==> config.mk <==
export PLATFORM = sky130hd
export DESIGN_NAME = imm_gen_pipe
export DESIGN_NICKNAME = d
export VERILOG_FILES = /design/src/rtl/imm_gen_pipe.sv
export SDC_FILE = /design/constraint.sdc
export NUM_CORES = 1
export LEC_CHECK = 0
export CORE_UTILIZATION = 35
export DETAILED_ROUTE_END_ITERATION = 8
export PLACE_DENSITY = 0.66
export SLEW_MARGIN = 20
export SYNTH_ARGS = -nofsm -noshare
export SYNTH_HDL_FRONTEND = slang
export SYNTH_SLANG_ARGS = --single-unit
==> constraint.sdc <==
create_clock -name clk -period 3.1 [get_ports clk]
set_input_delay 0.31 -clock clk [delete_from_list [all_inputs] [get_ports clk]]
set_output_delay 0.31 -clock clk [all_outputs]
set_load 0.02 [all_outputs]
==> src/rtl/imm_gen_pipe.sv <==
`timescale 1ns/1ps
// imm_gen_pipe: RV32 immediate decoder feeding a DEPTH-entry output FIFO.
// An instruction is decoded combinationally and pushed on accept; the consumer
// pops with a valid/ready handshake. Outputs read zero whenever the FIFO is empty.
// Optional macro IMM_GEN_ILLEGAL_CHK_EN: flag unrecognised opcodes as illegal
// (ImmType=7, Illegal=1). When it is undefined, Illegal is tied low.
module imm_gen_pipe #(
    parameter int XLEN  = 32,
    parameter int DEPTH = 2
) (
    input  logic            clk,
    input  logic            rst,
    input  logic            flush,
    input  logic            in_valid,
    output logic            in_ready,
    input  logic [31:0]     Instruction,
    output logic            out_valid,
    input  logic            out_ready,
    output logic [XLEN-1:0] Immediate,
    output logic [2:0]      ImmType,
    output logic            Illegal
);

    localparam int AW = $clog2(DEPTH);
    localparam int CW = $clog2(DEPTH + 1);

    if (!(XLEN == 32 || XLEN == 64)) begin : g_bad_xlen
        $error("imm_gen_pipe: XLEN must be 32 or 64");
    end
    if (DEPTH < 2 || DEPTH > 8 || (DEPTH & (DEPTH - 1)) != 0) begin : g_bad_depth
        $error("imm_gen_pipe: DEPTH must be a power of two in 2..8");
    end

    typedef enum logic [2:0] {
        IMM_NONE = 3'd0,
        IMM_I    = 3'd1,
        IMM_S    = 3'd2,
        IMM_B    = 3'd3,
        IMM_U    = 3'd4,
        IMM_J    = 3'd5,
        IMM_ILL  = 3'd7
    } imm_type_e;

    localparam logic [6:0] OP_LOAD   = 7'b0000011;
    localparam logic [6:0] OP_IMM    = 7'b0010011;
    localparam logic [6:0] OP_JALR   = 7'b1100111;
    localparam logic [6:0] OP_STORE  = 7'b0100011;
    localparam logic [6:0] OP_BRANCH = 7'b1100011;
    localparam logic [6:0] OP_LUI    = 7'b0110111;
    localparam logic [6:0] OP_AUIPC  = 7'b0010111;
    localparam logic [6:0] OP_JAL    = 7'b1101111;
    localparam logic [6:0] OP_REG    = 7'b0110011;

    typedef struct packed {
        logic [XLEN-1:0] imm;
        imm_type_e       typ;
`ifdef IMM_GEN_ILLEGAL_CHK_EN
        logic            ill;
`endif
    } entry_t;

    entry_t         dec;
    logic [31:0]    imm32;
    entry_t         mem [DEPTH];
    logic [AW-1:0]  wr_ptr;
    logic [AW-1:0]  rd_ptr;
    logic [CW-1:0]  count;
    logic           push;
    logic           pop;

    // Decode the instruction word into a 32-bit immediate and its format.
    always_comb begin
        // NOTE: every combinational output gets a default first so no path leaves it unassigned (no latch).
        imm32   = '0;
        dec.typ = IMM_NONE;
`ifdef IMM_GEN_ILLEGAL_CHK_EN
        dec.ill = 1'b0;
`endif
        case (Instruction[6:0])
            OP_LOAD, OP_IMM, OP_JALR: begin
                imm32   = {{20{Instruction[31]}}, Instruction[31:20]};
                dec.typ = IMM_I;
            end
            OP_STORE: begin
                imm32   = {{20{Instruction[31]}}, Instruction[31:25], Instruction[11:7]};
                dec.typ = IMM_S;
            end
            OP_BRANCH: begin
                imm32   = {{19{Instruction[31]}}, Instruction[31], Instruction[7],
                           Instruction[30:25], Instruction[11:8], 1'b0};
                dec.typ = IMM_B;
            end
            OP_LUI, OP_AUIPC: begin
                imm32   = {Instruction[31:12], 12'b0};
                dec.typ = IMM_U;
            end
            OP_JAL: begin
                imm32   = {{11{Instruction[31]}}, Instruction[31], Instruction[19:12],
                           Instruction[20], Instruction[30:21], 1'b0};
                dec.typ = IMM_J;
            end
            OP_REG: begin
                imm32   = '0;
                dec.typ = IMM_NONE;
            end
            default: begin
                imm32   = '0;
`ifdef IMM_GEN_ILLEGAL_CHK_EN
                dec.typ = IMM_ILL;
                dec.ill = 1'b1;
`else
                dec.typ = IMM_NONE;
`endif
            end
        endcase
        // The 32-bit immediate already carries Instruction[31] as its sign.
        dec.imm = XLEN'($signed(imm32));
    end

    assign in_ready  = (count < CW'(DEPTH));
    assign out_valid = (count != '0);
    assign push      = in_valid && in_ready;
    assign pop       = out_valid && out_ready;

    // Write the decoded entry into the slot at the write pointer.
    always_ff @(posedge clk) begin
        // NOTE: storage has no reset; out_valid gates every read, so stale contents are never visible.
        if (push) begin
            mem[wr_ptr] <= dec;
        end
    end

    // Pointer and occupancy control; flush outranks push and pop.
    always_ff @(posedge clk or posedge rst) begin
        // NOTE: sequential state uses non-blocking assignments so all registers update from pre-edge values.
        if (rst) begin
            wr_ptr <= '0;
            rd_ptr <= '0;
            count  <= '0;
        end else if (flush) begin
            wr_ptr <= '0;
            rd_ptr <= '0;
            count  <= '0;
        end else begin
            if (push) begin
                wr_ptr <= wr_ptr + AW'(1);
            end
            if (pop) begin
                rd_ptr <= rd_ptr + AW'(1);
            end
            case ({push, pop})
                2'b10:   count <= count + CW'(1);
                2'b01:   count <= count - CW'(1);
                default: count <= count;
            endcase
        end
    end

    // Present the head entry, or zeros while the buffer is empty.
    always_comb begin
        Immediate = '0;
        ImmType   = IMM_NONE;
        Illegal   = 1'b0;
        if (out_valid) begin
            Immediate = mem[rd_ptr].imm;
            ImmType   = mem[rd_ptr].typ;
`ifdef IMM_GEN_ILLEGAL_CHK_EN
            Illegal   = mem[rd_ptr].ill;
`endif
        end
    end

endmodule
==> impl_metrics.json <==
{
  "gp_congestion": 0.8170,
  "synth-seq-cells": 74,
  "cts_buffers": 9,
  "die_y_um": 100.2,
  "synth_edf_count": 70,
  "grt.overflow.total": 0,
  "grt_pass1_wl_mm": 11.27,
  "clock_path_buffers": 2,
  "dp_hpwl_mm": 4.885,
  "ctsResizeCount": 0,
  "drv_cap": 0,
  "peakVddDrop_mv": 0.2025,
  "fp-row-count": 35,
  "yosysUniqueCellTypes": 35,
  "layout-drive-gt1-share_pct": 7.831,
  "final.min_clock_period_ns": 2.438,
  "cts_tree": "yes",
  "ys_top_cells_by_area": "edfxtp_1, mux2i_1, nor2_1",
  "fmax_ghz": 0.4101,
  "layout.nets": 364,
  "synth_area_um2": 3377,
  "area_growth_pct": 32.12,
  "r2r-end": "mem[1][14]",
  "port_buffers": 73,
  "critPathLaunch": "rd_ptr",
  "via_count": 2215,
  "cts_setup_buffers": 0,
  "syn_nets": 291,
  "synth_ff_type": "edfxtp_1",
  "clkLatencyLatePin_ns": 0.33,
  "die_area_um2": 10050,
  "fin_ws_ns": 0.6618,
  "holdWs_ns": 0.1619,
  "min_period_over_period_pct": 78.65,
  "ys_seq_area_share_pct": 65.21,
  "layout.cells.non_filler": 461,
  "critPathKind": "flop to primary output",
  "yosys.area.top_type_share_pct": 62.25,
  "cts_sinks": 74,
  "ctsHoldBuffers": 0,
  "antenna_found_initial": 0,
  "hold_viol_final": 0,
  "fillers": 861,
  "wirelength_mm": 7.076,
  "critPathLaunchType": "flop",
  "clk_pin_slew_ns": 0.07,
  "power.total_mw": 2.326,
  "die_w_um": 100.2,
  "synthCells": 254,
  "start_util_pct": 36.37,
  "ios": 75,
  "placed_area_um2": 4254,
  "yosysMostFrequentCell": "edfxtp_1",
  "cts.htree.levels": 3,
  "synth-async-reset-ratio_pct": 5.405,
  "reg2reg_slack_ns": 1.40,
  "synth_top_cell_by_area": "edfxtp_1",
  "avgSynthCellArea_um2": 13.30,
  "powerDensity_nw_per_um2": 521.2,
  "cp-endpoint": "Immediate[29]",
  "finalInstanceArea_um2": 4462,
  "drv_slew": 0,
  "drcViolationCount": 0,
  "dr.pass1.iters": 4,
  "clockRootBuffer": "clkbuf_8",
  "p_leak_nw": 1.533,
  "final_core_util_pct": 48.06,
  "grt_pass1_vias": 2247,
  "antenna_cells": 0,
  "required_ns": 2.79,
  "fin_skew_ns": 0.005435,
  "via_per_inst": 4.805,
  "pre_cts_slack_ns": 0.8990,
  "crit_path_max_fanout": 25,
  "critPathArrivalTime_ns": 2.13,
  "ant_nets": 0,
  "min_path_type": "input pin to async pin",
  "drtIter0Drc": 105,
  "outcome": "finished, final reports clean",
  "post-place-cells": 445,
  "r2r_cells": 3,
  "grt_max_degree": 36,
  "wl_per_cell_um": 15.35,
  "slew_headroom_pct": 55.14,
  "yosysWarnings": 0,
  "setup-tns-final_ns": 0,
  "grt_util_all_layers_pct": 15.09,
  "crit_path_end_kind": "primary output",
  "r2r_start": "count[1]",
  "coreArea_um2": 9284,
  "synthTopCellsByCount": "edfxtp_1, nor2_1, mux2i_1",
  "setup-violations-final": 0,
  "rsz0062_at_grt": "no",
  "worstMarginPinSlew_ns": 0.6722
}
worst max-delay path, cell delays in order, from the launching register on:
cell             delay, ns
dfrtp_2               0.60
buf_12                0.27
mux2i_1               0.30
nor2_1                0.08
clkdlybuf4s50_1       0.54
area by class of cell:
type,instances,area (um2),area share (%)
clock buffer,9,123.9,2.776
clock inverter,7,83.83,1.879
sequential,74,2203,49.38
inverter,5,18.77,0.4206
timing repair buffer,79,788.3,17.67
multi-input combinational,158,1082,24.26
tap,129,161.4,3.618
kinds of logic after synthesis:
family / share of synthesized area [%]
other: 0.1110
xor gates and xnor gates: 0.7782
AOI/OAI and AO/OA: 8.189
and+or+nand+nor: 12.00
DFF: 65.21
muxes: 10.67
buffers and inverters: 3.038
worst min-delay path by stage:
stage | startpoint | depth (start not counted) | endpoint
after floorplan | rst | 1 | count[0]
after global placement | rst | 2 | count[1]
after detailed placement | rst | 2 | count[1]
after CTS | rst | 2 | count[1]
after global routing | rst | 2 | count[0]
final | rst | 2 | count[0]
sequential cells by signal, summed over array words and instances (netlist names):
register / count
wr_ptr: 1
count: 2
rd_ptr: 1
mem: 70
layout by cell type (no fill, tap or decap), types with 2 or more instances in the layout:
| cell | synthesis | layout |
|---|---|---|
| clkbuf_8 | 0 | 9 |
| o2bb2ai_1 | 8 | 8 |
| bufinv_16 | 0 | 2 |
| a21oi_1 | 2 | 2 |
| inv_1 | 5 | 5 |
| clkdlybuf4s50_1 | 0 | 73 |
| nor2b_1 | 8 | 8 |
| clkinv_1 | 0 | 3 |
| and3_1 | 2 | 2 |
| nand2b_1 | 3 | 3 |
| mux2i_1 | 36 | 36 |
| a22o_1 | 5 | 5 |
| nand2_1 | 3 | 3 |
| xnor2_1 | 2 | 2 |
| and4b_1 | 2 | 2 |
| nand3_1 | 13 | 13 |
| dfrtp_1 | 4 | 3 |
| buf_4 | 2 | 5 |
| and2_1 | 3 | 3 |
| nor2_1 | 41 | 39 |
| o21ai_0 | 14 | 14 |
| a21o_1 | 2 | 2 |
| edfxtp_1 | 70 | 70 |
report_power, final:
part | internal [mW] | switching, mW | leakage [nW]
logic | 0.174 | 0.203 | 0.677
clock network | 0.444 | 0.329 | 0.102
registers | 1.15 | 0.0235 | 0.754
total | 1.77 | 0.555 | 1.53
metal layers:
metal,global-route usage (%),share of wire [%],up-vias,routed length [um]
li1,-,-,1083,-
met1,17.57,42,1069,2951
met2,27.29,54,53,3803
met3,2.786,3.2,10,224
met4,6.132,1.4,0,97
met5,0,0,-,0
(Power assumes the default switching activity.)
==> patch: new RTL, same settings <==
Set the parameter `DEPTH` to 4 (it was 2).
--- a/src/rtl/imm_gen_pipe.sv
+++ b/src/rtl/imm_gen_pipe.sv
@@ -7,5 +7,5 @@
 module imm_gen_pipe #(
     parameter int XLEN  = 32,
-    parameter int DEPTH = 2
+    parameter int DEPTH = 4
 ) (
     input  logic            clk,
Formal check against the unedited RTL: not equivalent (a bounded check fails within 4 cycles, from zero or initial values and one cycle with rst high).
==> patch against the original RTL <==
  * Non-clock buffer count rose by 3
  * Sequential cell count rose by 73
  * Combinational power rose to 3.0 times the old value
  * Final area rose by 76%
  * Die area rose by 85%
  * Utilization fell by 3.0 points
  * Synthesized area rose by 87%
  * Synthesized cell count rose by 38%
  * Worst setup slack got worse by 0.34 ns
  * Routed wire length rose by 84%
  * Clock power rose to 2.6 times the old value
  * Power rose by 130%
  * Critical endpoint is now Immediate[0]
  * Largest power group unchanged
  * Highest routed layer unchanged
==> patch: results <==
[run_status]
status = "complete, no violations"

[logic_synthesis]
ys_warn_count = 0
synth_edf_count = 140
syn_nets = 392
yosysUniqueCellTypes = 42
yosysTopAreaCell = "edfxtp_1"
yosysSeqAreaShare_pct = 69.22
synth_common_cells = "140 x edfxtp_1, 46 x and2_1, 28 x mux4_2, 22 x a21o_1, 14 x nor2_1"
ys_async_sr_fraction_pct = 4.762
yosys-top-cells-area = "edfxtp_1 66%, mux4_2 10%, and2_1 4.5%"

[global_routing]
grt_pass1_wl_um = 20310
grt_max_degree = 38
met2_usage_pct = 24.99
grt_pass1_vias = 3536
antenna_found_initial = 0
grtUsageTotal_pct = 15.39
grt_use_met1_pct = 19.92
gr-usage-met3_pct = 3.505

[power_and_ir_drop]
p_sw_mw = 1.415
p_leak_nw = 2.846
vdd_drop_max_mv = 0.4327

[worst_setup_path]
slowest_delay_ns = 0.63
path_max_fanout = 15
cpLargestDelayFamily = "buffers and inverters"
cp_slowest_cell = "mux4_1"
reg2reg_slack_ns = 0.68
ff2ff_path_depth = 8

[cts]
cts_buffers = 17
postCtsSetupBuffers = 0
clk_pin_slew_worst_paths_ns = 0.06
cts-resized-gates = 0
postCtsHoldBufs = 0
cts_root_buf = "clkbuf_16"
clk_latency_ns = 0.42
h-tree-depth = 4
cts_buffer_depth = 2

[finish]
reg_top3 = "mem: 140 flops, count: 3 flops"
num-nets-final = 474
drive_above_1_share_pct = 16.63
antenna_cells = 0

[sta]
fin_skew_ns = 0.007981
slew_headroom_pct = 60.23

[route]
wl_per_cell_um = 19.42
viasPerCell = 5.118
drt_iter0_markers = 240
first_pass_iters = 4

[placement]
hpwl_um = 8180
portBuffers = 73
routabilityCongestion = 0.7565

[die]
die_area_mm2 = 0.01862

[hold_path]
hold_class = "in2async"
## patch: path summary, 6_finish.rpt
kind	end	startpoint
min reg2reg	wr_ptr[0]	wr_ptr[0]
max	Immediate[0]	rd_ptr[0]
min	count[0]	rst
max in group asynchronous	rd_ptr[0]	rst
min in group clk	mem[2][22]	Instruction[19]
max reg2reg	count[2]	count[0]
## patch: per-stage QoR
stage	std cells	setup slack, ns	area [µm²]	hold WS (ns)
after floorplan	350	0.7336	6326	0.1134
after global placement	638	0.4735	7282	0.5795
after detailed placement	638	0.3338	7282	0.5732
after CTS	670	0.2782	7868	0.1279
after global routing	670	0.2339	7868	0.1377
final	670	0.3250	7868	0.1357
## patch: power by group through the flow
stage                     Combinational (mW)  Sequential [mW]  Clock [mW]
after CTS                               1.14             2.35        2.03
after floorplan                        0.704             2.38           0
after global placement                  1.12             2.38           0
after detailed placement                1.14             2.39           0
after global routing                    1.21             2.36        2.10
final                                   1.11             2.35        2.00
## patch: cells by family (layout without fill, tap and decap cells)
group	after synthesis	in the layout	share of synthesized area, %
AOI/OAI and AO/OA	47	47	5.162
xor gates and xnor gates	5	5	0.6924
DFF	147	147	69.22
other	1	1	0.05928
adders and majority gates	5	5	1.108
buffers and inverters	24	119	2.710
and+or+nand+nor	86	86	8.169
muxes	35	35	12.88
## patch: final cells by class
cell class,count,area (µm²)
tap,225,281.5
inverter,5,18.77
fill,1518,9609
multi-input combinational,179,1778
clock buffer,18,429.2
sequential,147,4380
clock inverter,14,156.4
timing repair buffer,82,823.3
## patch: worst register-to-register path, stage by stage, from the launching register on
cell	delay [ns]
dfrtp_1	0.47
or3_1	0.42
nand2_1	0.12
nor2_1	0.07
fa_1	0.43
or4b_1	0.53
o22ai_1	0.16
a21oi_1	0.06
nor2_1	0.08
## patch: per-layer routing
| metal | routed length [µm] | share of wire [%] | up-vias |
|---|---|---|---|
| met5 | 0 | 0 | - |
| met4 | 146 | 1.1 | 0 |
| met3 | 704 | 5.4 | 11 |
| met2 | 6346 | 49 | 102 |
| met1 | 5816 | 45 | 1770 |
| li1 | - | - | 1546 |
